$ cat src/rtl/ex_ctrl_pkg.sv
// Shared types and helpers for the DLX execute-stage issue controller.
package ex_ctrl_pkg;

    localparam int CTRL_W = 7;

    localparam logic [2:0] OP_MEM_READ    = 3'b101;
    localparam logic [2:0] OP_MEM_WRITE   = 3'b100;
    localparam logic [2:0] OP_ARITH_LOGIC = 3'b001;
    localparam logic [2:0] OP_SHIFT_REG   = 3'b000;

    typedef enum logic [1:0] {
        IDLE     = 2'd0,
        ISSUE    = 2'd1,
        MEM_WAIT = 2'd2,
        ERR      = 2'd3
    } ex_ctrl_state_t;

    // control = {operation[2:0], immp_regn, opselect[2:0]}
    function automatic logic is_load(input logic [CTRL_W-1:0] control);
        return (control[2:0] == OP_MEM_READ) && control[3];
    endfunction

endpackage

$ cat src/rtl/ex_issue_ctrl_if.sv
// Decode, execute-stage and data-memory signals of the issue controller.
interface ex_issue_ctrl_if
    import ex_ctrl_pkg::*;
#(
    parameter int CNT_W = 16
);
    logic              dec_valid;
    logic              dec_ready;
    logic [CTRL_W-1:0] control_in;
    logic [31:0]       src1;
    logic [31:0]       src2;
    logic [31:0]       imm;
    logic              ex_stall;
    logic              enable_ex;
    logic [CTRL_W-1:0] control_out;
    logic [31:0]       src1_out;
    logic [31:0]       src2_out;
    logic [31:0]       imm_out;
    logic              mem_rd_req;
    logic              mem_rd_ack;
    logic [31:0]       mem_rd_data;
    logic [31:0]       ld_data;
    logic              err_timeout;
    logic [CNT_W-1:0]  issue_count;
    logic [CNT_W-1:0]  stall_count;

    modport master (
        output dec_valid, control_in, src1, src2, imm, ex_stall, mem_rd_ack, mem_rd_data,
        input  dec_ready, enable_ex, control_out, src1_out, src2_out, imm_out,
               mem_rd_req, ld_data, err_timeout, issue_count, stall_count
    );

    modport slave (
        input  dec_valid, control_in, src1, src2, imm, ex_stall, mem_rd_ack, mem_rd_data,
        output dec_ready, enable_ex, control_out, src1_out, src2_out, imm_out,
               mem_rd_req, ld_data, err_timeout, issue_count, stall_count
    );
endinterface

$ cat src/rtl/sat_counter.sv
// Up-counter that sticks at all-ones instead of wrapping.
module sat_counter #(
    parameter int W = 16
) (
    input  logic         clk,
    input  logic         rst,
    input  logic         inc,
    output logic [W-1:0] q
);
    always_ff @(posedge clk or posedge rst) begin
        if (rst)
            q <= '0;
        else if (inc && (q != {W{1'b1}}))
            q <= q + W'(1);
    end
endmodule

$ cat src/rtl/ex_issue_ctrl.sv
// Holds one decoded instruction, strobes execute stage 1, and fetches load data
// from memory before issuing loads. Timeout lands in ERR until reset.
module ex_issue_ctrl
    import ex_ctrl_pkg::*;
#(
    parameter int MEM_TIMEOUT = 16,
    parameter int CNT_W       = 16
) (
    input logic            clk,
    input logic            rst,
    ex_issue_ctrl_if.slave bus
);
    localparam int WC_W = (MEM_TIMEOUT > 2) ? $clog2(MEM_TIMEOUT) : 1;
    localparam logic [WC_W-1:0] WC_LAST = WC_W'(MEM_TIMEOUT - 1);

    ex_ctrl_state_t    state, state_nxt;
    logic [WC_W-1:0]   wait_cnt;
    logic [CTRL_W-1:0] ctrl_q;
    logic [31:0]       src1_q, src2_q, imm_q, ld_q;
    logic              dec_ready, enable_ex, mem_rd_req, err_timeout;
    logic              accept, stall_inc;

    assign accept = bus.dec_valid && dec_ready;

    always_ff @(posedge clk or posedge rst) begin
        if (rst) state <= IDLE;
        else     state <= state_nxt;
    end

    always_comb begin
        state_nxt = state;
        case (state)
            IDLE:
                if (accept) state_nxt = is_load(bus.control_in) ? MEM_WAIT : ISSUE;
            ISSUE:
                if (!bus.ex_stall) begin
                    if (accept) state_nxt = is_load(bus.control_in) ? MEM_WAIT : ISSUE;
                    else        state_nxt = IDLE;
                end
            MEM_WAIT:
                // an ack in the last allowed cycle still beats the timeout
                if (bus.mem_rd_ack)          state_nxt = ISSUE;
                else if (wait_cnt == WC_LAST) state_nxt = ERR;
            ERR:      state_nxt = ERR;
            default:  state_nxt = IDLE;
        endcase
    end

    always_comb begin
        dec_ready   = 1'b0;
        enable_ex   = 1'b0;
        mem_rd_req  = 1'b0;
        err_timeout = 1'b0;
        case (state)
            IDLE:     dec_ready   = 1'b1;
            ISSUE: begin
                dec_ready = !bus.ex_stall;
                enable_ex = !bus.ex_stall;
            end
            MEM_WAIT: mem_rd_req  = 1'b1;
            ERR:      err_timeout = 1'b1;
            default:  dec_ready   = 1'b0;
        endcase
    end

    always_ff @(posedge clk or posedge rst) begin
        if (rst) begin
            ctrl_q   <= '0;
            src1_q   <= '0;
            src2_q   <= '0;
            imm_q    <= '0;
            ld_q     <= '0;
            wait_cnt <= '0;
        end else begin
            if (accept) begin
                ctrl_q <= bus.control_in;
                src1_q <= bus.src1;
                src2_q <= bus.src2;
                imm_q  <= bus.imm;
            end
            if (state == MEM_WAIT && bus.mem_rd_ack)
                ld_q <= bus.mem_rd_data;
            // held at zero outside MEM_WAIT so every wait starts from a clean count
            if (state != MEM_WAIT)
                wait_cnt <= '0;
            else if (!bus.mem_rd_ack && wait_cnt != WC_LAST)
                wait_cnt <= wait_cnt + WC_W'(1);
        end
    end

    assign stall_inc = (state == MEM_WAIT) || (state == ISSUE && bus.ex_stall);

    sat_counter #(.W(CNT_W)) u_issue_cnt (
        .clk (clk),
        .rst (rst),
        .inc (enable_ex),
        .q   (bus.issue_count)
    );

    sat_counter #(.W(CNT_W)) u_stall_cnt (
        .clk (clk),
        .rst (rst),
        .inc (stall_inc),
        .q   (bus.stall_count)
    );

    assign bus.dec_ready   = dec_ready;
    assign bus.enable_ex   = enable_ex;
    assign bus.mem_rd_req  = mem_rd_req;
    assign bus.err_timeout = err_timeout;
    assign bus.control_out = ctrl_q;
    assign bus.src1_out    = src1_q;
    assign bus.src2_out    = src2_q;
    assign bus.imm_out     = imm_q;
    assign bus.ld_data     = ld_q;
endmodule

$ cat src/flat_wrapper.sv
// flat-port wrapper written by rule: the top's interface ports become plain ports
module ex_issue_ctrl_flat import ex_ctrl_pkg::*;
#(
    parameter int MEM_TIMEOUT = 16,
    parameter int CNT_W       = 16
)
  (clk, rst, bus_dec_valid, bus_control_in, bus_src1, bus_src2, bus_imm, bus_ex_stall, bus_mem_rd_ack, bus_mem_rd_data, bus_dec_ready, bus_enable_ex, bus_control_out, bus_src1_out, bus_src2_out, bus_imm_out, bus_mem_rd_req, bus_ld_data, bus_err_timeout, bus_issue_count, bus_stall_count);
  ex_issue_ctrl_if #(.CNT_W(CNT_W)) bus_i ();
  input logic clk;
  input logic rst;
  input wire logic [$bits(bus_i.dec_valid)-1:0] bus_dec_valid;
  input wire logic [$bits(bus_i.control_in)-1:0] bus_control_in;
  input wire logic [$bits(bus_i.src1)-1:0] bus_src1;
  input wire logic [$bits(bus_i.src2)-1:0] bus_src2;
  input wire logic [$bits(bus_i.imm)-1:0] bus_imm;
  input wire logic [$bits(bus_i.ex_stall)-1:0] bus_ex_stall;
  input wire logic [$bits(bus_i.mem_rd_ack)-1:0] bus_mem_rd_ack;
  input wire logic [$bits(bus_i.mem_rd_data)-1:0] bus_mem_rd_data;
  output wire logic [$bits(bus_i.dec_ready)-1:0] bus_dec_ready;
  output wire logic [$bits(bus_i.enable_ex)-1:0] bus_enable_ex;
  output wire logic [$bits(bus_i.control_out)-1:0] bus_control_out;
  output wire logic [$bits(bus_i.src1_out)-1:0] bus_src1_out;
  output wire logic [$bits(bus_i.src2_out)-1:0] bus_src2_out;
  output wire logic [$bits(bus_i.imm_out)-1:0] bus_imm_out;
  output wire logic [$bits(bus_i.mem_rd_req)-1:0] bus_mem_rd_req;
  output wire logic [$bits(bus_i.ld_data)-1:0] bus_ld_data;
  output wire logic [$bits(bus_i.err_timeout)-1:0] bus_err_timeout;
  output wire logic [$bits(bus_i.issue_count)-1:0] bus_issue_count;
  output wire logic [$bits(bus_i.stall_count)-1:0] bus_stall_count;
  assign bus_i.dec_valid = bus_dec_valid;
  assign bus_i.control_in = bus_control_in;
  assign bus_i.src1 = bus_src1;
  assign bus_i.src2 = bus_src2;
  assign bus_i.imm = bus_imm;
  assign bus_i.ex_stall = bus_ex_stall;
  assign bus_i.mem_rd_ack = bus_mem_rd_ack;
  assign bus_i.mem_rd_data = bus_mem_rd_data;
  assign bus_dec_ready = bus_i.dec_ready;
  assign bus_enable_ex = bus_i.enable_ex;
  assign bus_control_out = bus_i.control_out;
  assign bus_src1_out = bus_i.src1_out;
  assign bus_src2_out = bus_i.src2_out;
  assign bus_imm_out = bus_i.imm_out;
  assign bus_mem_rd_req = bus_i.mem_rd_req;
  assign bus_ld_data = bus_i.ld_data;
  assign bus_err_timeout = bus_i.err_timeout;
  assign bus_issue_count = bus_i.issue_count;
  assign bus_stall_count = bus_i.stall_count;
  ex_issue_ctrl #(.MEM_TIMEOUT(MEM_TIMEOUT), .CNT_W(CNT_W)) u_core (.clk(clk), .rst(rst), .bus(bus_i));
endmodule
$ cat config.mk
export PLATFORM = sky130hd
export DESIGN_NAME = ex_issue_ctrl_flat
export DESIGN_NICKNAME = d
export VERILOG_FILES = /design/src/rtl/ex_ctrl_pkg.sv /design/src/rtl/ex_issue_ctrl_if.sv /design/src/rtl/sat_counter.sv /design/src/rtl/ex_issue_ctrl.sv /design/src/flat_wrapper.sv
export SDC_FILE = /design/constraint.sdc
export NUM_CORES = 1
export LEC_CHECK = 0
export CAP_MARGIN = 20
export CORE_ASPECT_RATIO = 1.4
export CORE_MARGIN = 2
export CORE_UTILIZATION = 25
export CTS_BUF_LIST = sky130_fd_sc_hd__clkbuf_8
export DETAILED_ROUTE_END_ITERATION = 8
export PLACE_DENSITY_LB_ADDON = 0.1
export SYNTH_ARGS = -nofsm -noshare
export SYNTH_HDL_FRONTEND = slang
export SYNTH_SLANG_ARGS = --single-unit
export TNS_END_PERCENT = 50
$ cat constraint.sdc
create_clock -name clk -period 7.4 [get_ports clk]
set_input_delay 2.22 -clock clk [delete_from_list [all_inputs] [get_ports clk]]
set_output_delay 2.22 -clock clk [all_outputs]
set_load 0.005 [all_outputs]
==> run_results.csv, run 1 <==
group,metric,value,unit
detailed_routing,via_count,4951,
setup_path,critical_path_peak_fanout,8,
grt,grt_overflow,0,
setup_path,r2r_start,"u_core.state[1]$_DFFE_PP0P_",
grt,grt_pass1_vias,5311,
finish,seq_area,4330,sq um
pwr,clock_power_share,0.183,
pwr,internal_power,2840,uW
setup_path,crit_chain,"clkdlybuf4s50_1, nor2_1, nand2_2, inv_2, clkdlybuf4s50_1",
setup_path,cp-start-kind,"primary input",
logic_synthesis,async_flop_share,1.00,
detailed_routing,ant_nets,0,
grt,grt_pass1_wl,30100,um
clock_network,clkSlewWorstSetupHoldPaths,0.08,ns
pwr,power_leakage,0.00456,uW
setup_path,critPathArrivalTime,3.66,ns
clock_network,cts_resized,0,
clock_network,clock_tree.root_cell,"clkbuf_8",
detailed_routing,drtIter0Drc,110,
sta,fin_crit_sh,0.794,
sta,tns,0,ns
pwr,ir_drop,0.203,mV
hold_path,hold_path_depth,1,
die,die_h,201,um
die,ios,311,
setup_path,crit_cells,5,
sta,hold_violations,0,
logic_synthesis,synth_top_area_cell,"dfrtp_1",
finish,utilization,0.396,
setup_path,rrSetupSlack,4.94,ns
clock_network,htreeDepth,4,
pwr,combPwrFrac,0.412,
setup_path,r2r_cells,4,
sta,max-slew-margin-rel,0.440,
placed_design,port_buffers,310,
sta,slew_viol_final,0,
detailed_routing,dr.pass1.iters,4,
pwr,swShare,0.277,
sta,layout_min_cycle_time,5.88,ns
hold_path,min_to,"u_core.bus.src2_out[27]$_DFFE_PP0N_",
logic_synthesis,synth_ff_type,"dfrtp_1",
sta,fmax,0.170,GHz
grt,track_usage,0.136,
pwr,p_total,3920,uW
setup_path,critPathTopFamily,"buffers and inverters",
clock_network,cts_made_buffers,17,
setup_path,r2r-end,"u_core.bus.src1_out[16]$_DFFE_PP0N_",
logic_synthesis,synth_top_area_share,0.624,
sta,setup_viol,0,
die,die_area,29100,sq um
setup_path,crit_slowest_cell,"clkdlybuf4s50_1",
clock_network,tritoncts,"done",
hold_path,worstHoldStart,"u_core.bus.src2_out[27]$_DFFE_PP0N_",
clock_network,insertion_delay,0.46,ns
setup_path,crit_path_max_incr_delay,0.50,ns
die,initial_core_util,0.253,
clock_network,clockBufferDepth,2,
die,rows,72,
logic_synthesis,syn_area,6940,sq um
logic_synthesis,avgSynthCellArea,15.0,sq um
finish,multi_input_area,2490,sq um
finish,fillerInstances,2664,
sta,skew,0.0145,ns
pwr,seqPwrFrac,0.405,
logic_synthesis,synth_edf_count,0,
logic_synthesis,seq_area_frac_synth,0.624,
detailed_routing,wirelength,19800,um
logic_synthesis,yosysWarnings,0,
grt,grt_max_degree,111,
setup_path,cp_common_cell,"clkdlybuf4s50_1",
sta,tightest_slew,0.832,ns
setup_path,required,5.18,ns
clock_network,cts_sinks,173,
setup_path,worstSetupPathType,"primary input to primary output",
finish,syn_to_final_growth,56.7,%
clock_network,hold_buffers,0,
pwr,switchingPower,1090,uW
detailed_routing,remaining_drc_errors,0,
hold_path,min_path_type,"flip-flop to flip-flop",
flow_run,cap_violations,0,
detailed_routing,drt-vias-per-instance,4.25,
sta,rsz0062_at_grt,"false",
setup_path,crit_buf_inv,3,
logic_synthesis,synth_area_leaders,"dfrtp_1 62%, mux2_2 18%, mux2_1 4.5%",
die,fp.dieW,145,um
finish,layout-drive-gt1-share,0.199,
logic_synthesis,synth-seq-cells,173,
logic_synthesis,ys_types,42,
clock_network,postCtsSetupBuffers,0,
placed_design,dp_hpwl,14800,um
detailed_routing,wl_per_cell,17.0,um
die,core,27500,sq um
pwr,cellPowerDensity,361,nW/um^2
setup_path,cp-end-kind,"primary output",
logic_synthesis,synth_fp_nets,606,
grt,antenna_found_initial,1,
logic_synthesis,synth_cells,463,
placed_design,gp_congestion,0.777,
status,status,"finished, final reports clean",
finish,fin_nets,924,
[layout by cell type, fill, tap and decap left out, drive strengths merged, types with 2 or more instances in the layout]
| master | synthesis | layout |
|---|---|---|
| clkdlybuf4s50 | 0 | 310 |
| nand2 | 16 | 16 |
| and4 | 4 | 4 |
| xor2 | 30 | 30 |
| nor3 | 14 | 14 |
| nand4 | 8 | 8 |
| xnor2 | 3 | 3 |
| bufinv | 0 | 4 |
| a31oi | 2 | 2 |
| ha | 3 | 3 |
| nand3 | 9 | 9 |
| inv | 4 | 11 |
| mux2 | 137 | 137 |
| a21oi | 2 | 2 |
| clkbuf | 0 | 19 |
| buf | 16 | 5 |
| and3 | 3 | 3 |
| nor4 | 11 | 11 |
| nor3b | 3 | 3 |
| nor2 | 12 | 12 |
| clkinv | 1 | 2 |
| dfrtp | 173 | 173 |
[sequential cells by signal, summed over array words and instances, names as in the netlist]
name                    count
u_core.state                2
u_core.bus.src2_out        32
u_core.bus.imm_out         32
u_core.bus.ld_data         32
u_core.bus.control_out      7
u_core.wait_cnt             4
u_core.u_stall_cnt.q       16
u_core.bus.src1_out        32
u_core.u_issue_cnt.q       16
[cells by family (layout without fill, tap and decap cells)]
| kind of cell | count (synthesis) | in the layout | synth area share |
|---|---|---|---|
| flip-flops | 173 | 173 | 0.624 |
| other | 0 | 1 | 0 |
| AND/OR/NAND/NOR | 88 | 88 | 0.0766 |
| buffers and inverters | 21 | 352 | 0.0195 |
| AO/OA/AOI/OAI | 7 | 7 | 0.00973 |
| XOR/XNOR | 33 | 33 | 0.0416 |
| adder cells (fa/ha/maj) | 3 | 3 | 0.00541 |
| multiplexers | 138 | 138 | 0.224 |
[how the worst max path moves through the flow]
stage	from	slack, ns	to
global placement	bus_ex_stall	1.53	bus_enable_ex
CTS	bus_ex_stall	1.50	bus_enable_ex
global route	bus_ex_stall	1.40	bus_enable_ex
detailed placement	bus_ex_stall	1.51	bus_enable_ex
finish	bus_ex_stall	1.52	bus_enable_ex
floorplan	rst	0.49	u_core.bus.control_out[0]$_DFFE_PP0N_
[layout make-up]
cell class / instances / area share
clock inverters: 13 / 0.0146
flip-flops and latches: 173 / 0.398
well taps: 370 / 0.0425
repair buffers: 315 / 0.290
multi-input cells: 269 / 0.228
clock buffers: 19 / 0.0240
diodes: 1 / 0.000230
inverters: 5 / 0.00264
[stage by stage]
step	instances	cell area [sq um]	hold slack [ns]	worst slack (ns)
finish	1165	10900	0.492	1.52
floorplan	463	6940	0.484	0.492
CTS	1164	10900	0.501	1.50
detailed placement	1132	10500	0.481	1.51
global route	1165	10900	0.504	1.40
global placement	1132	10500	0.475	1.53
[routing by layer]
metal  vias up  wire length [um]  track usage  share of wire
met4         0               459       0.0517          0.023
met1      2493              7080        0.141           0.36
li1       2269                 -            -              -
met3        23              1420       0.0409          0.072
met5         -                 0            0              0
met2       166             10800        0.251           0.55
[synth_stat cells (2+ instances only)]
cell type,number
nor3b_1,3
and3_2,2
xor2_1,30
mux2_2,109
nand4_1,8
and4_1,3
nor4_1,8
a31oi_1,2
xnor2_1,3
mux2_1,28
nand2_1,15
buf_2,5
inv_1,3
ha_1,3
nor3_1,14
nor4_2,2
nand3_1,9
nor2_1,11
buf_4,10
dfrtp_1,173
[power groups by stage]
stage	clock network, uW	logic [uW]	registers (uW)
floorplan	0	547	1630
global route	792	1740	1650
detailed placement	0	1650	1620
global placement	0	1630	1590
CTS	752	1660	1600
finish	717	1620	1590
(Power assumes the default switching activity.)
==> inputs of run 2 (changes only) <==
==> constraint.sdc (replaced) <==
create_clock -name clk -period 5.9 [get_ports clk]
set_input_delay 1.77 -clock clk [delete_from_list [all_inputs] [get_ports clk]]
set_output_delay 1.77 -clock clk [all_outputs]
set_load 0.005 [all_outputs]
==> run 2 against run 1 <==
Net effect:
- hold slack improved by 0.0034 ns
- combinational power increased by 25%
- die area did not move
- cell count increased by 0.17%
- largest power group unchanged
- first-iteration DRC count increased by 12%
- via count grew 0.30%
- clock-buffer cell count shrank 1
- sequential cell count stayed put
==> run_results.csv, run 2 (synthesis results as in run 1) <==
group,metric,value,unit
status,status,"finished, final reports clean",
placed_design,port_buffers,310,
die,fp.dieW,145,um
clock_network,cts_resized,0,
finish,layout_commonest_cell,"clkdlybuf4s50_1",
finish,syn_to_final_growth,56.5,%
sta,rsz0062_at_grt,"false",
sta,layout_min_cycle_time,5.00,ns
detailed_routing,wl_met2,11000,um
sta,tns,0,ns
grt,grt_max_degree,102,
sta,fin_crit_sh,0.847,
detailed_routing,via_count,4966,
detailed_routing,drt-vias-per-instance,4.26,
detailed_routing,drt-met1-wl,7110,um
pwr,power_leakage,0.00453,uW
finish,layout_common_cells,"310 x clkdlybuf4s50_1, 173 x dfrtp_1, 109 x mux2_2",
die,rows,72,
sta,fmax,0.200,GHz
setup_path,r2r_cells,4,
finish,fin_cells,1167,
detailed_routing,dr.pass1.iters,4,
setup_path,crit_slowest_cell,"clkdlybuf4s50_1",
sta,setup_viol,0,
hold_path,worstHoldStart,"u_core.bus.ld_data[15]$_DFFE_PP0P_",
detailed_routing,remaining_drc_errors,0,
setup_path,critPathArrivalTime,3.23,ns
finish,layout-drive-gt1-share,0.210,
clock_network,clkSlewWorstSetupHoldPaths,0.09,ns
sta,hold_violations,0,
hold_path,hold_path_depth,1,
hold_path,min_path_type,"flip-flop to flip-flop",
flow_run,cap_violations,0,
setup_path,crit_chain,"clkdlybuf4s50_1, nor2_1, nand2_2, inv_2, clkdlybuf4s50_1",
setup_path,cp_common_cell,"clkdlybuf4s50_1",
grt,grt_pass1_wl,30800,um
grt,antenna_found_initial,1,
finish,utilization,0.395,
die,die_h,201,um
clock_network,htreeDepth,4,
sta,skew,0.0107,ns
die,die_area,29100,sq um
clock_network,postCtsSetupBuffers,0,
clock_network,clockBufferDepth,2,
setup_path,critical_path_peak_fanout,8,
setup_path,cp-end-kind,"primary output",
grt,grt_pass1_vias,5485,
detailed_routing,ant_nets,0,
detailed_routing,drtIter0Drc,123,
sta,layout_setup_ws,0.901,ns
die,ios,311,
finish,multi_input_area,2490,sq um
clock_network,insertion_delay,0.46,ns
hold_path,min_to,"u_core.bus.ld_data[15]$_DFFE_PP0P_",
setup_path,critPathTopFamily,"buffers and inverters",
pwr,ir_drop,0.260,mV
placed_design,dp_hpwl,15100,um
setup_path,r2r_start,"u_core.state[1]$_DFFE_PP0P_",
die,initial_core_util,0.253,
die,core,27500,sq um
setup_path,crit_path_max_incr_delay,0.51,ns
clock_network,clock_tree.root_cell,"clkbuf_8",
clock_network,cts_made_buffers,17,
clock_network,hold_buffers,0,
setup_path,worstSetupPathType,"primary input to primary output",
placed_design,post-place-cells,1134,
setup_path,rrSetupSlack,3.75,ns
placed_design,place_ws,0.909,ns
setup_path,crit_buf_inv,3,
grt,track_usage,0.140,
clock_network,cts_sinks,173,
placed_design,post_dp_cell_area,10500,sq um
sta,slew_viol_final,0,
placed_design,gp_congestion,0.749,
grt,grt_overflow,0,
sta,tightest_slew,0.950,ns
finish,fillerInstances,2674,
detailed_routing,wl_met3,1530,um
finish,seq_area,4330,sq um
detailed_routing,wl_per_cell,17.3,um
setup_path,r2r-end,"u_core.bus.src1_out[3]$_DFFE_PP0N_",
setup_path,cp-start-kind,"primary input",
finish,final_area,10900,sq um
detailed_routing,wirelength,20200,um
clock_network,tritoncts,"done",
finish,fin_nets,926,
setup_path,required,4.13,ns
sta,max-slew-margin-rel,0.367,
detailed_routing,maxUsedRoutingLayer,"met4",
pwr,cellPowerDensity,448,nW/um^2
run 2: per-stage QoR:
step	total power, uW	hold WS, ns
floorplan	2730	0.484
global route	5200	0.522
detailed placement	4110	0.480
CTS	4980	0.502
finish	4870	0.495
global placement	4050	0.475
run 2: layout make-up:
type / count / area share
diodes: 1 / 0.000230
inverters: 5 / 0.00253
multi-input cells: 269 / 0.229
clock inverters: 14 / 0.0131
well taps: 370 / 0.0426
clock buffers: 18 / 0.0228
repair buffers: 317 / 0.292
flip-flops and latches: 173 / 0.398
run 2: worst max-delay path by stage:
stage                                            end  depth (start not counted)    startpoint  slack, ns
3_5_place_dp                           bus_enable_ex                          5  bus_ex_stall       0.91
3_3_place_gp                           bus_enable_ex                          5  bus_ex_stall       0.94
6_report                               bus_enable_ex                          5  bus_ex_stall       0.90
2_1_floorplan  u_core.bus.control_out[0]$_DFFE_PP0N_                          1           rst       1.92
5_1_grt                                bus_enable_ex                          5  bus_ex_stall       0.80
4_1_cts                                bus_enable_ex                          5  bus_ex_stall       0.89
run 2: worst register-to-register path: cells and delay by family, from the launching register on:
| family | cells | cell delay, ns |
|---|---|---|
| compound gates | 1 | 0.09 |
| simple gates | 1 | 0.54 |
| buf+inv | 1 | 0.48 |
| mux | 1 | 0.40 |
| flops | 1 | 0.53 |
run 2: report_power, final:
group,leakage [uW],switching [uW],internal [uW]
Sequential,0.00209,299,1700
Clock,0.000195,452,387
Combinational,0.00225,644,1390
Total,0.00453,1390,3480
run 2: metal layers:
metal  up-vias  track usage
met1      2484        0.140
met3        25       0.0462
met5         -            0
li1       2288            -
met2       169        0.260
met4         0       0.0562
==> inputs of run 3 (changes only) <==
==> constraint.sdc (replaced) <==
create_clock -name clk -period 4.95 [get_ports clk]
set_input_delay 1.485 -clock clk [delete_from_list [all_inputs] [get_ports clk]]
set_output_delay 1.485 -clock clk [all_outputs]
set_load 0.005 [all_outputs]
==> run 3 against run 2 <==
Net effect:
- global-route usage shrank 0.59 points
- clock-buffer cell count grew 3
- register-to-register slack lost 0.99 ns
- setup slack got worse by 0.35 ns
- core utilization grew 0.10 points
- clock power increased by 22%
- sequential share of layout area decreased by 0.10 points
- cell count unchanged
- first-iteration DRC count is 8.9% higher
- non-clock buffer count stayed put
==> run_results.csv, run 3 (synthesis results as in run 1) <==
group,metric,value,unit
clock_network,clockBufferDepth,2,
finish,layout_commonest_cell,"clkdlybuf4s50_1",
grt,track_usage,0.134,
setup_path,cp_common_cell,"clkdlybuf4s50_1",
setup_path,crit_slowest_cell,"clkdlybuf4s50_1",
clock_network,clkSlewWorstSetupHoldPaths,0.09,ns
setup_path,critical_path_peak_fanout,8,
pwr,seqPwrFrac,0.409,
placed_design,port_buffers,310,
clock_network,postCtsSetupBuffers,0,
sta,layout_min_cycle_time,4.40,ns
setup_path,crit_buf_inv,3,
finish,fin_nets,926,
setup_path,crit_cells,5,
finish,layout-drive-gt1-share,0.207,
die,die_h,201,um
sta,tightest_slew,0.876,ns
sta,fmax,0.227,GHz
setup_path,cp-start-kind,"primary input",
grt,antenna_found_initial,1,
detailed_routing,drt-vias-per-instance,4.26,
status,status,"finished, final reports clean",
grt,grt_max_degree,113,
die,rows,72,
sta,rsz0062_at_grt,"false",
pwr,ir_drop,0.246,mV
clock_network,cts_sinks,173,
setup_path,r2r_cells,6,
pwr,swShare,0.280,
finish,syn_to_final_growth,56.9,%
pwr,cellPowerDensity,533,nW/um^2
clock_network,cts_made_buffers,17,
pwr,switchingPower,1620,uW
clock_network,cts_resized,0,
detailed_routing,wl_per_cell,16.6,um
setup_path,critPathArrivalTime,2.92,ns
clock_network,clock_tree.root_cell,"clkbuf_8",
placed_design,gp_congestion,0.774,
setup_path,cp-end-kind,"primary output",
sta,max-slew-margin-rel,0.416,
detailed_routing,via_count,4972,
sta,slew_viol_final,0,
setup_path,crit_path_max_incr_delay,0.51,ns
sta,hold_slack,0.494,ns
pwr,power_leakage,0.00455,uW
pwr,clock_power_share,0.176,
sta,fin_crit_sh,0.889,
hold_path,min_path_type,"flip-flop to flip-flop",
die,fp.dieW,145,um
grt,grt_overflow,0,
detailed_routing,ant_nets,0,
grt,grt_pass1_vias,5303,
sta,setup_viol,0,
die,die_area,29100,sq um
finish,layout_common_cells,"310 x clkdlybuf4s50_1, 173 x dfrtp_1, 109 x mux2_2",
clock_network,hold_buffers,0,
detailed_routing,drtIter0Drc,134,
sta,skew,0.0114,ns
detailed_routing,remaining_drc_errors,0,
pwr,internal_power,4180,uW
hold_path,hold_path_depth,1,
die,ios,311,
detailed_routing,wirelength,19400,um
die,core,27500,sq um
placed_design,dp_hpwl,14300,um
setup_path,crit_chain,"clkdlybuf4s50_1, nor2_1, nand2_2, inv_2, clkdlybuf4s50_1",
clock_network,insertion_delay,0.46,ns
die,initial_core_util,0.253,
setup_path,worstSetupPathType,"primary input to primary output",
pwr,combPwrFrac,0.415,
detailed_routing,dr.pass1.iters,4,
flow_run,cap_violations,0,
clock_network,tritoncts,"done",
sta,hold_violations,0,
setup_path,critPathTopFamily,"buffers and inverters",
setup_path,required,3.46,ns
clock_network,htreeDepth,4,
grt,grt_pass1_wl,29600,um
sta,tns,0,ns
## run 3: cell types whose count changed in the layout (fill, tap and decap cells not counted), sizes merged
cell,previous run,this run
clkbuf,18,21
clkinv,8,5
## run 3: power groups by stage
stage	Combinational [uW]	Sequential, uW	Clock (uW)
floorplan	818	2430	0
global placement	2450	2390	0
detailed placement	2460	2410	0
CTS	2470	2390	1070
global route	2590	2460	1130
finish	2410	2380	1020
## run 3: worst register-to-register path: stages (launching register included)
cell,delay (ns)
dfrtp_1,0.42
ha_1,0.22
nand4_1,0.12
nor4_2,0.65
buf_4,0.27
nor2_1,0.08
mux2_1,0.32
## run 3: layout make-up
| cell class | count | area (sq um) |
|---|---|---|
| fill | 2666 | 16600 |
| sequential | 173 | 4330 |
| timing repair buffer | 317 | 3180 |
| multi-input combinational | 269 | 2490 |
| tap | 370 | 463 |
| clock buffer | 21 | 289 |
| clock inverter | 11 | 118 |
| inverter | 5 | 27.5 |
| antenna | 1 | 2.50 |
## run 3: per-layer routing
metal  track usage  up-vias  wire length (um)
met5             0        -                 0
met4        0.0562        0               536
met3        0.0409       30              1510
met2         0.245      193             10500
met1         0.139     2475              6840
li1              -     2274                 -
## run 3: per-stage QoR
step	power, uW	setup WS (ns)	util	cell area (sq um)	instances
2_1_floorplan	3250	1.25	-	6950	463
4_1_cts	5930	0.533	0.396	10900	1166
3_3_place_gp	4830	0.556	0.382	10500	1134
5_1_grt	6190	0.447	0.397	10900	1167
6_report	5810	0.549	0.397	10900	1167
3_5_place_dp	4880	0.546	0.382	10500	1134
## run 3: path summary, 6_finish.rpt
| path | slack (ns) | end | start |
|---|---|---|---|
| setup / recovery | 0.55 | bus_enable_ex | bus_ex_stall |
| hold / removal | 0.49 | u_core.u_issue_cnt.q[15]$_DFFE_PP0P_ | u_core.u_issue_cnt.q[15]$_DFFE_PP0P_ |
| setup reg to reg | 2.76 | u_core.u_stall_cnt.q[1]$_DFFE_PP0P_ | u_core.u_stall_cnt.q[0]$_DFFE_PP0P_ |
| hold reg to reg | 0.49 | u_core.u_issue_cnt.q[15]$_DFFE_PP0P_ | u_core.u_issue_cnt.q[15]$_DFFE_PP0P_ |
| max in group asynchronous | 2.84 | u_core.bus.src1_out[20]$_DFFE_PP0N_ | rst |
| min in group asynchronous | 1.28 | u_core.wait_cnt[0]$_DFFE_PP0P_ | rst |
